`src/rtl/replay_pkg.sv`:
```
// Shared types and constants for the UART record/replay controller.
package replay_pkg;

    typedef enum logic [2:0] {
        ST_RECORD = 3'd0,
        ST_FETCH  = 3'd1,
        ST_LATCH  = 3'd2,
        ST_XMIT   = 3'd3,
        ST_DONE   = 3'd4
    } state_t;

    typedef enum logic [1:0] {
        HS_IDLE    = 2'd0,
        HS_SEND    = 2'd1,
        HS_SETTLE  = 2'd2,
        HS_WAIT_TX = 2'd3
    } hs_state_t;

    localparam logic [7:0] MARKER_DEFAULT = 8'h30;

    function automatic int unsigned depth_of(input int unsigned addr_w);
        return 32'd1 << addr_w;
    endfunction

endpackage

```
`src/rtl/replay_tx_handshake.sv`:
```
// Start/busy handshake toward the UART transmitter: SEND, SETTLE and WAIT_TX phases.
module replay_tx_handshake
    import replay_pkg::*;
(
    input  logic       clk,
    input  logic       rst_n,
    input  logic       i_clear,
    input  logic       i_issue,
    input  logic [7:0] i_byte,
    input  logic       i_tx_busy,
    output logic       o_tx_start,
    output logic [7:0] o_tx_data,
    output logic       o_done
);

    hs_state_t  r_hs, w_hs_nxt;
    logic       r_tx_start, w_tx_start_nxt;
    logic [7:0] r_tx_data, w_tx_data_nxt;
    logic [7:0] r_pend, w_pend_nxt;

    // Next-state logic; tx_data only moves together with tx_start so an in-flight frame keeps its byte
    always_comb begin
        w_hs_nxt       = r_hs;
        w_tx_start_nxt = 1'b0;
        w_tx_data_nxt  = r_tx_data;
        w_pend_nxt     = r_pend;
        o_done         = 1'b0;
        if (i_clear) begin
            w_hs_nxt = HS_IDLE;
        end else begin
            case (r_hs)
                HS_IDLE: begin
                    if (i_issue) begin
                        w_pend_nxt = i_byte;
                        w_hs_nxt   = HS_SEND;
                    end else begin
                        w_hs_nxt = HS_IDLE;
                    end
                end
                HS_SEND: begin
                    if (!i_tx_busy) begin
                        w_tx_start_nxt = 1'b1;
                        w_tx_data_nxt  = r_pend;
                        w_hs_nxt       = HS_SETTLE;
                    end else begin
                        w_hs_nxt = HS_SEND;
                    end
                end
                HS_SETTLE: w_hs_nxt = HS_WAIT_TX;
                HS_WAIT_TX: begin
                    if (!i_tx_busy) begin
                        o_done   = 1'b1;
                        w_hs_nxt = HS_IDLE;
                    end else begin
                        w_hs_nxt = HS_WAIT_TX;
                    end
                end
                default: w_hs_nxt = HS_IDLE;
            endcase
        end
    end

    // Handshake state and transmitter-facing registers
    always_ff @(posedge clk or negedge rst_n) begin
        if (!rst_n) begin
            r_hs       <= HS_IDLE;
            r_tx_start <= 1'b0;
            r_tx_data  <= 8'h00;
            r_pend     <= 8'h00;
        end else begin
            r_hs       <= w_hs_nxt;
            r_tx_start <= w_tx_start_nxt;
            r_tx_data  <= w_tx_data_nxt;
            r_pend     <= w_pend_nxt;
        end
    end

    assign o_tx_start = r_tx_start;
    assign o_tx_data  = r_tx_data;

endmodule

```
`src/rtl/replay_controller.sv`:
```
// Record/replay scheduler: stores received bytes in an external RAM, replays them to the UART TX.
// Build option REPLAY_LOOP_EN: replay restarts from the first byte forever until clear.
module replay_controller
    import replay_pkg::*;
#(
    parameter int unsigned ADDR_W = 8,
    parameter logic [7:0]  MARKER = MARKER_DEFAULT
) (
    input  logic              clk,
    input  logic              rst_n,
    input  logic              clear,
    input  logic              rx_ready,
    input  logic [7:0]        rx_data,
    output logic              mem_we,
    output logic [ADDR_W-1:0] mem_waddr,
    output logic [7:0]        mem_wdata,
    output logic              mem_re,
    output logic [ADDR_W-1:0] mem_raddr,
    input  logic [7:0]        mem_rdata,
    output logic              tx_start,
    output logic [7:0]        tx_data,
    input  logic              tx_busy,
    output logic              record_en,
    output logic              replay_start,
    output logic              replay_en,
    output logic              overflow
);

    localparam int unsigned     DEPTH    = depth_of(ADDR_W);
    localparam logic [ADDR_W:0] FULL_CNT = DEPTH[ADDR_W:0];
    localparam logic [ADDR_W:0] CNT_ZERO = {(ADDR_W+1){1'b0}};
    localparam logic [ADDR_W:0] CNT_ONE  = {{ADDR_W{1'b0}}, 1'b1};

    state_t            r_state, w_state_nxt;
    logic [ADDR_W:0]   r_wr_cnt, w_wr_cnt_nxt, r_len, w_len_nxt, r_rd_ptr, w_rd_ptr_nxt;
    logic [ADDR_W:0]   w_rd_inc;
    logic              r_mem_we, w_mem_we_nxt, r_mem_re, w_mem_re_nxt;
    logic [ADDR_W-1:0] r_mem_waddr, w_mem_waddr_nxt, r_mem_raddr, w_mem_raddr_nxt;
    logic [7:0]        r_mem_wdata, w_mem_wdata_nxt;
    logic              r_replay_start, w_replay_start_nxt, r_overflow, w_overflow_nxt;
    logic              r_record_en, r_replay_en, w_record_en_nxt;
    logic              w_issue, w_done;

    assign w_rd_inc = r_rd_ptr + CNT_ONE;

    replay_tx_handshake u_hs (
        .clk        (clk),
        .rst_n      (rst_n),
        .i_clear    (clear),
        .i_issue    (w_issue),
        .i_byte     (mem_rdata),
        .i_tx_busy  (tx_busy),
        .o_tx_start (tx_start),
        .o_tx_data  (tx_data),
        .o_done     (w_done)
    );

    // Next-state and next-output logic; mem_re is raised on entry to FETCH so read data lands in LATCH
    always_comb begin
        w_state_nxt        = r_state;
        w_wr_cnt_nxt       = r_wr_cnt;
        w_len_nxt          = r_len;
        w_rd_ptr_nxt       = r_rd_ptr;
        w_mem_we_nxt       = 1'b0;
        w_mem_waddr_nxt    = r_mem_waddr;
        w_mem_wdata_nxt    = r_mem_wdata;
        w_mem_re_nxt       = 1'b0;
        w_mem_raddr_nxt    = r_mem_raddr;
        w_replay_start_nxt = 1'b0;
        w_overflow_nxt     = r_overflow;
        w_issue            = 1'b0;
        if (clear) begin
            w_state_nxt    = ST_RECORD;
            w_wr_cnt_nxt   = CNT_ZERO;
            w_len_nxt      = CNT_ZERO;
            w_rd_ptr_nxt   = CNT_ZERO;
            w_overflow_nxt = 1'b0;
        end else begin
            case (r_state)
                ST_RECORD: begin
                    if (!rx_ready) begin
                        w_state_nxt = ST_RECORD;
                    end else if (rx_data == MARKER) begin
                        w_len_nxt          = r_wr_cnt;
                        w_rd_ptr_nxt       = CNT_ZERO;
                        w_replay_start_nxt = 1'b1;
                        if (r_wr_cnt == CNT_ZERO) begin
                            w_state_nxt = ST_DONE;
                        end else begin
                            w_state_nxt     = ST_FETCH;
                            w_mem_re_nxt    = 1'b1;
                            w_mem_raddr_nxt = {ADDR_W{1'b0}};
                        end
                    end else if (r_wr_cnt == FULL_CNT) begin
                        w_overflow_nxt = 1'b1;
                    end else begin
                        w_mem_we_nxt    = 1'b1;
                        w_mem_waddr_nxt = r_wr_cnt[ADDR_W-1:0];
                        w_mem_wdata_nxt = rx_data;
                        w_wr_cnt_nxt    = r_wr_cnt + CNT_ONE;
                    end
                end
                ST_FETCH: w_state_nxt = ST_LATCH;
                ST_LATCH: begin
                    w_issue     = 1'b1;
                    w_state_nxt = ST_XMIT;
                end
                ST_XMIT: begin
                    if (!w_done) begin
                        w_state_nxt = ST_XMIT;
                    end else if (w_rd_inc == r_len) begin
`ifdef REPLAY_LOOP_EN
                        w_rd_ptr_nxt    = CNT_ZERO;
                        w_state_nxt     = ST_FETCH;
                        w_mem_re_nxt    = 1'b1;
                        w_mem_raddr_nxt = {ADDR_W{1'b0}};
`else
                        w_rd_ptr_nxt = w_rd_inc;
                        w_state_nxt  = ST_DONE;
`endif
                    end else begin
                        w_rd_ptr_nxt    = w_rd_inc;
                        w_state_nxt     = ST_FETCH;
                        w_mem_re_nxt    = 1'b1;
                        w_mem_raddr_nxt = w_rd_inc[ADDR_W-1:0];
                    end
                end
                ST_DONE: w_state_nxt = ST_DONE;
                default: w_state_nxt = ST_RECORD;
            endcase
        end
        w_record_en_nxt = (w_state_nxt == ST_RECORD);
    end

    // State, counters and every registered output
    always_ff @(posedge clk or negedge rst_n) begin
        if (!rst_n) begin
            r_state        <= ST_RECORD;
            r_wr_cnt       <= CNT_ZERO;
            r_len          <= CNT_ZERO;
            r_rd_ptr       <= CNT_ZERO;
            r_mem_we       <= 1'b0;
            r_mem_waddr    <= {ADDR_W{1'b0}};
            r_mem_wdata    <= 8'h00;
            r_mem_re       <= 1'b0;
            r_mem_raddr    <= {ADDR_W{1'b0}};
            r_replay_start <= 1'b0;
            r_overflow     <= 1'b0;
            r_record_en    <= 1'b1;
            r_replay_en    <= 1'b0;
        end else begin
            r_state        <= w_state_nxt;
            r_wr_cnt       <= w_wr_cnt_nxt;
            r_len          <= w_len_nxt;
            r_rd_ptr       <= w_rd_ptr_nxt;
            r_mem_we       <= w_mem_we_nxt;
            r_mem_waddr    <= w_mem_waddr_nxt;
            r_mem_wdata    <= w_mem_wdata_nxt;
            r_mem_re       <= w_mem_re_nxt;
            r_mem_raddr    <= w_mem_raddr_nxt;
            r_replay_start <= w_replay_start_nxt;
            r_overflow     <= w_overflow_nxt;
            r_record_en    <= w_record_en_nxt;
            r_replay_en    <= !w_record_en_nxt;
        end
    end

    assign mem_we       = r_mem_we;
    assign mem_waddr    = r_mem_waddr;
    assign mem_wdata    = r_mem_wdata;
    assign mem_re       = r_mem_re;
    assign mem_raddr    = r_mem_raddr;
    assign record_en    = r_record_en;
    assign replay_start = r_replay_start;
    assign replay_en    = r_replay_en;
    assign overflow     = r_overflow;

endmodule

```
`config.mk`:
```
export PLATFORM = sky130hd
export DESIGN_NAME = replay_controller
export DESIGN_NICKNAME = d
export VERILOG_FILES = /design/src/rtl/replay_pkg.sv /design/src/rtl/replay_tx_handshake.sv /design/src/rtl/replay_controller.sv
export SDC_FILE = /design/constraint.sdc
export NUM_CORES = 1
export LEC_CHECK = 0
export BUFFER_PORTS_ARGS = -buffer_cell sky130_fd_sc_hd__buf_2
export CAP_MARGIN = 15
export CORE_ASPECT_RATIO = 0.5
export CORE_UTILIZATION = 45
export CTS_CLUSTER_SIZE = 16
export DETAILED_ROUTE_END_ITERATION = 12
export PLACE_DENSITY = 0.76
export SETUP_SLACK_MARGIN = 0.4
export SYNTH_ARGS = -nofsm -noshare
export SYNTH_HDL_FRONTEND = slang
export SYNTH_SLANG_ARGS = --single-unit
```
`constraint.sdc`:
```
create_clock -name clk -period 6.12 [get_ports clk]
set_input_delay 1.224 -clock clk [delete_from_list [all_inputs] [get_ports clk]]
set_output_delay 1.224 -clock clk [all_outputs]
set_load 0.03 [all_outputs]
```
==> flow_metrics.env <==
export IMPL_dp_cells=474
export IMPL_p_leak_nw=2.21
export IMPL_die_w_um=130
export IMPL_grt_max_degree=80
export IMPL_num_vias=2536
export IMPL_hp_class="reg -> reg"
export IMPL_syn_inst=320
export IMPL_antenna_found_initial=0
export IMPL_clockBufferDepth=2
export IMPL_post_cts_setup_buffers=0
export IMPL_synthTopCellsByArea="dfrtp_1, mux2_2, nor2_1"
export IMPL_drt_wl_total_um=6850
export IMPL_setup_tns_final_ns=0
export IMPL_fin_crit_sh_pct=54.6
export IMPL_drt_initial_drc_count=245
export IMPL_period_minus_slack_ns=3.34
export IMPL_crit_arrival_ns=3.55
export IMPL_r2r_setup_slack_ns=3.20
export IMPL_grt_pass1_wl_um=11900
export IMPL_core_area_um2=7650
export IMPL_gp_congestion=0.835
export IMPL_fin_nets=401
export IMPL_maxCapViolations=0
export IMPL_yosysTopAreaCell="dfrtp_1"
export IMPL_p_total_mw=1.19
export IMPL_status="complete, no violations"
export IMPL_place_area_um2=4070
export IMPL_synth_area_per_cell_um2=11.6
export IMPL_die_h_um=66.2
export IMPL_worstPathMaxFanout=14
export IMPL_post_synth_top_count_cell="dfrtp_1"
export IMPL_vdd_ir_drop_max_mv=0.156
export IMPL_drc=0
export IMPL_viasPerCell=5.18
export IMPL_synth_main_ff_cell="dfrtp_1"
export IMPL_io_buffers=59
export IMPL_ant_nets=0
export IMPL_yosys_warnings=0
export IMPL_ctsResizeCount=0
export IMPL_num_io_pins=60
export IMPL_clock_sinks=79
export IMPL_numCtsBuffers=9
export IMPL_busiest_layer="met2"
export IMPL_row_count=22
export IMPL_hpwl_um=4790
export IMPL_syn_to_final_growth_pct=18.1
export IMPL_crit_type="in -> reg"
export IMPL_grt_setup_unrepaired="no"
export IMPL_final_area_um2=4370
export IMPL_multi_input_area_um2=1630
export IMPL_fp_dieArea_um2=8620
export IMPL_critPathCaptureType="register"
export IMPL_p_per_area_nw_per_um2=272
export IMPL_worstPathRequired_ns=6.33
export IMPL_synth_edf_count=0
export IMPL_layout_setup_ws_ns=2.78
export IMPL_grt_met2_usage_pct=26.2
export IMPL_clkTransAtPathRegs_ns=0.06
export IMPL_ys_async_sr_fraction_pct=100
export IMPL_dr_pass1_iters=4
export IMPL_report_final_hold_viol_count=0
export IMPL_max_freq_ghz=0.299
export IMPL_final_cells=490
export IMPL_syn_nets=344
export IMPL_setup_viol=0
export IMPL_max_slew_margin_pct=34.6
export IMPL_yosysUniqueCellTypes=52
export IMPL_h_tree_depth=3
export IMPL_synth_top_cells_by_count="dfrtp_1, nor2_1, mux2_2"
export IMPL_cp_start_kind="primary input"
export IMPL_drive_above_1_share_pct=33.2
export IMPL_grt_usage_pct=18.5
export IMPL_fin_skew_ns=0.00832
export IMPL_initial_core_util_pct=48.4
export IMPL_ys_seq_area_share_pct=53.4
export IMPL_grt_met3_usage_pct=6.47
export IMPL_cts_tree="done"
export IMPL_synth_top_cell_area_share_pct=52.7
export IMPL_slew_violations=0
export IMPL_fillCellCount=669
export IMPL_clock_root_buffer="clkbuf_16"
export IMPL_place_ws_ns=2.45
export IMPL_grt_util_met1_pct=26.0
export IMPL_tightest_slew_ns=0.981
export IMPL_synth_area_um2=3700
export IMPL_insertion_delay_ns=0.34
export IMPL_seqCellArea_um2=1980
export IMPL_grt_ovfl_total=0
export IMPL_ys_ff_latch=79
export IMPL_first_global_vias=2426
export IMPL_postCtsHoldBufs=0
export IMPL_wire_per_inst_um=14.0
export IMPL_diodes=0
[worst max-delay path, cell delays in order]
cell,delay [ns]
buf_2,0.11
or4_4,0.54
nor4_4,0.38
nand3_4,0.30
nor2_4,0.19
nor2_1,0.08
a21o_1,0.36
mux2_4,0.37
[cell type report]
cell class / instances / share of cell area, %
clock inverters: 4 / 1.23
well taps: 108 / 3.09
clock buffers: 12 / 5.63
inverters: 6 / 0.515
multi-input cells: 220 / 37.2
flip-flops and latches: 79 / 45.2
repair buffers: 61 / 7.15
[routing by layer]
metal / wire length, um / vias to the layer above
met2: 2930 / 62
met4: 86 / 0
met1: 3510 / 1233
met5: 0 / -
met3: 327 / 6
li1: - / 1235
[cell families (layout without fill, tap and decap cells)]
family / after synthesis / in the layout / share of synthesized area [%]
and+or+nand+nor: 103 / 103 / 14.4
DFF: 79 / 79 / 53.4
muxes: 49 / 49 / 15.3
AOI/OAI and AO/OA: 40 / 40 / 7.26
xor gates and xnor gates: 25 / 25 / 5.91
buffers and inverters: 21 / 83 / 2.74
adders and majority gates: 3 / 3 / 1.01
[path summary, 6_finish.rpt]
check,from,to,cells past startpoint
setup / recovery,rx_data[1],mem_raddr[4],8
hold reg to reg,mem_wdata[5],mem_wdata[5],1
min in group asynchronous,rst_n,mem_wdata[3],1
hold / removal,mem_wdata[5],mem_wdata[5],1
setup reg to reg,r_state[2],mem_wdata[0],6
max in group asynchronous,rst_n,u_hs.r_pend[4],1
[flip-flops by register name (all words and copies together), names as in the netlist]
register,count
record_en,1
replay_start,1
replay_en,1
r_wr_cnt,9
u_hs.r_pend,8
mem_raddr,8
mem_wdata,8
u_hs.o_tx_start,1
mem_we,1
mem_waddr,8
r_rd_ptr,9
overflow,1
u_hs.r_hs,2
r_len,9
r_state,3
u_hs.o_tx_data,8
mem_re,1
[where the power goes]
group | switching (mW) | internal, mW
registers | 0.0104 | 0.542
clock network | 0.206 | 0.329
logic | 0.0673 | 0.0344
[placed cells by master (no fill, tap or decap), types with 2 or more instances in the layout]
cell,n
ha_1,3
mux2i_1,9
mux2_1,2
clkbuf_1,2
nand4_1,2
xnor2_1,13
buf_2,58
nor3_1,2
mux2_4,7
inv_1,6
and3_1,4
nand3_1,7
dfrtp_1,78
o21bai_1,2
o21ai_0,11
mux2_2,31
nand2b_1,4
or2_2,3
o31ai_1,6
buf_4,3
a21o_1,3
a31oi_1,3
or4_1,2
nor2_1,49
nand2_1,17
a21oi_1,6
clkbuf_16,9
clkinvlp_4,2
xor2_1,12
[per-stage QoR]
stage | hold slack (ns) | utilization [%]
6_report | 0.484 | 57.2
5_1_grt | 0.500 | 57.2
4_1_cts | 0.490 | 57.2
3_5_place_dp | 0.471 | 53.2
3_3_place_gp | 0.471 | 53.2
2_1_floorplan | 0.466 | -
Note: power is estimated with default switching activity, not from simulation.
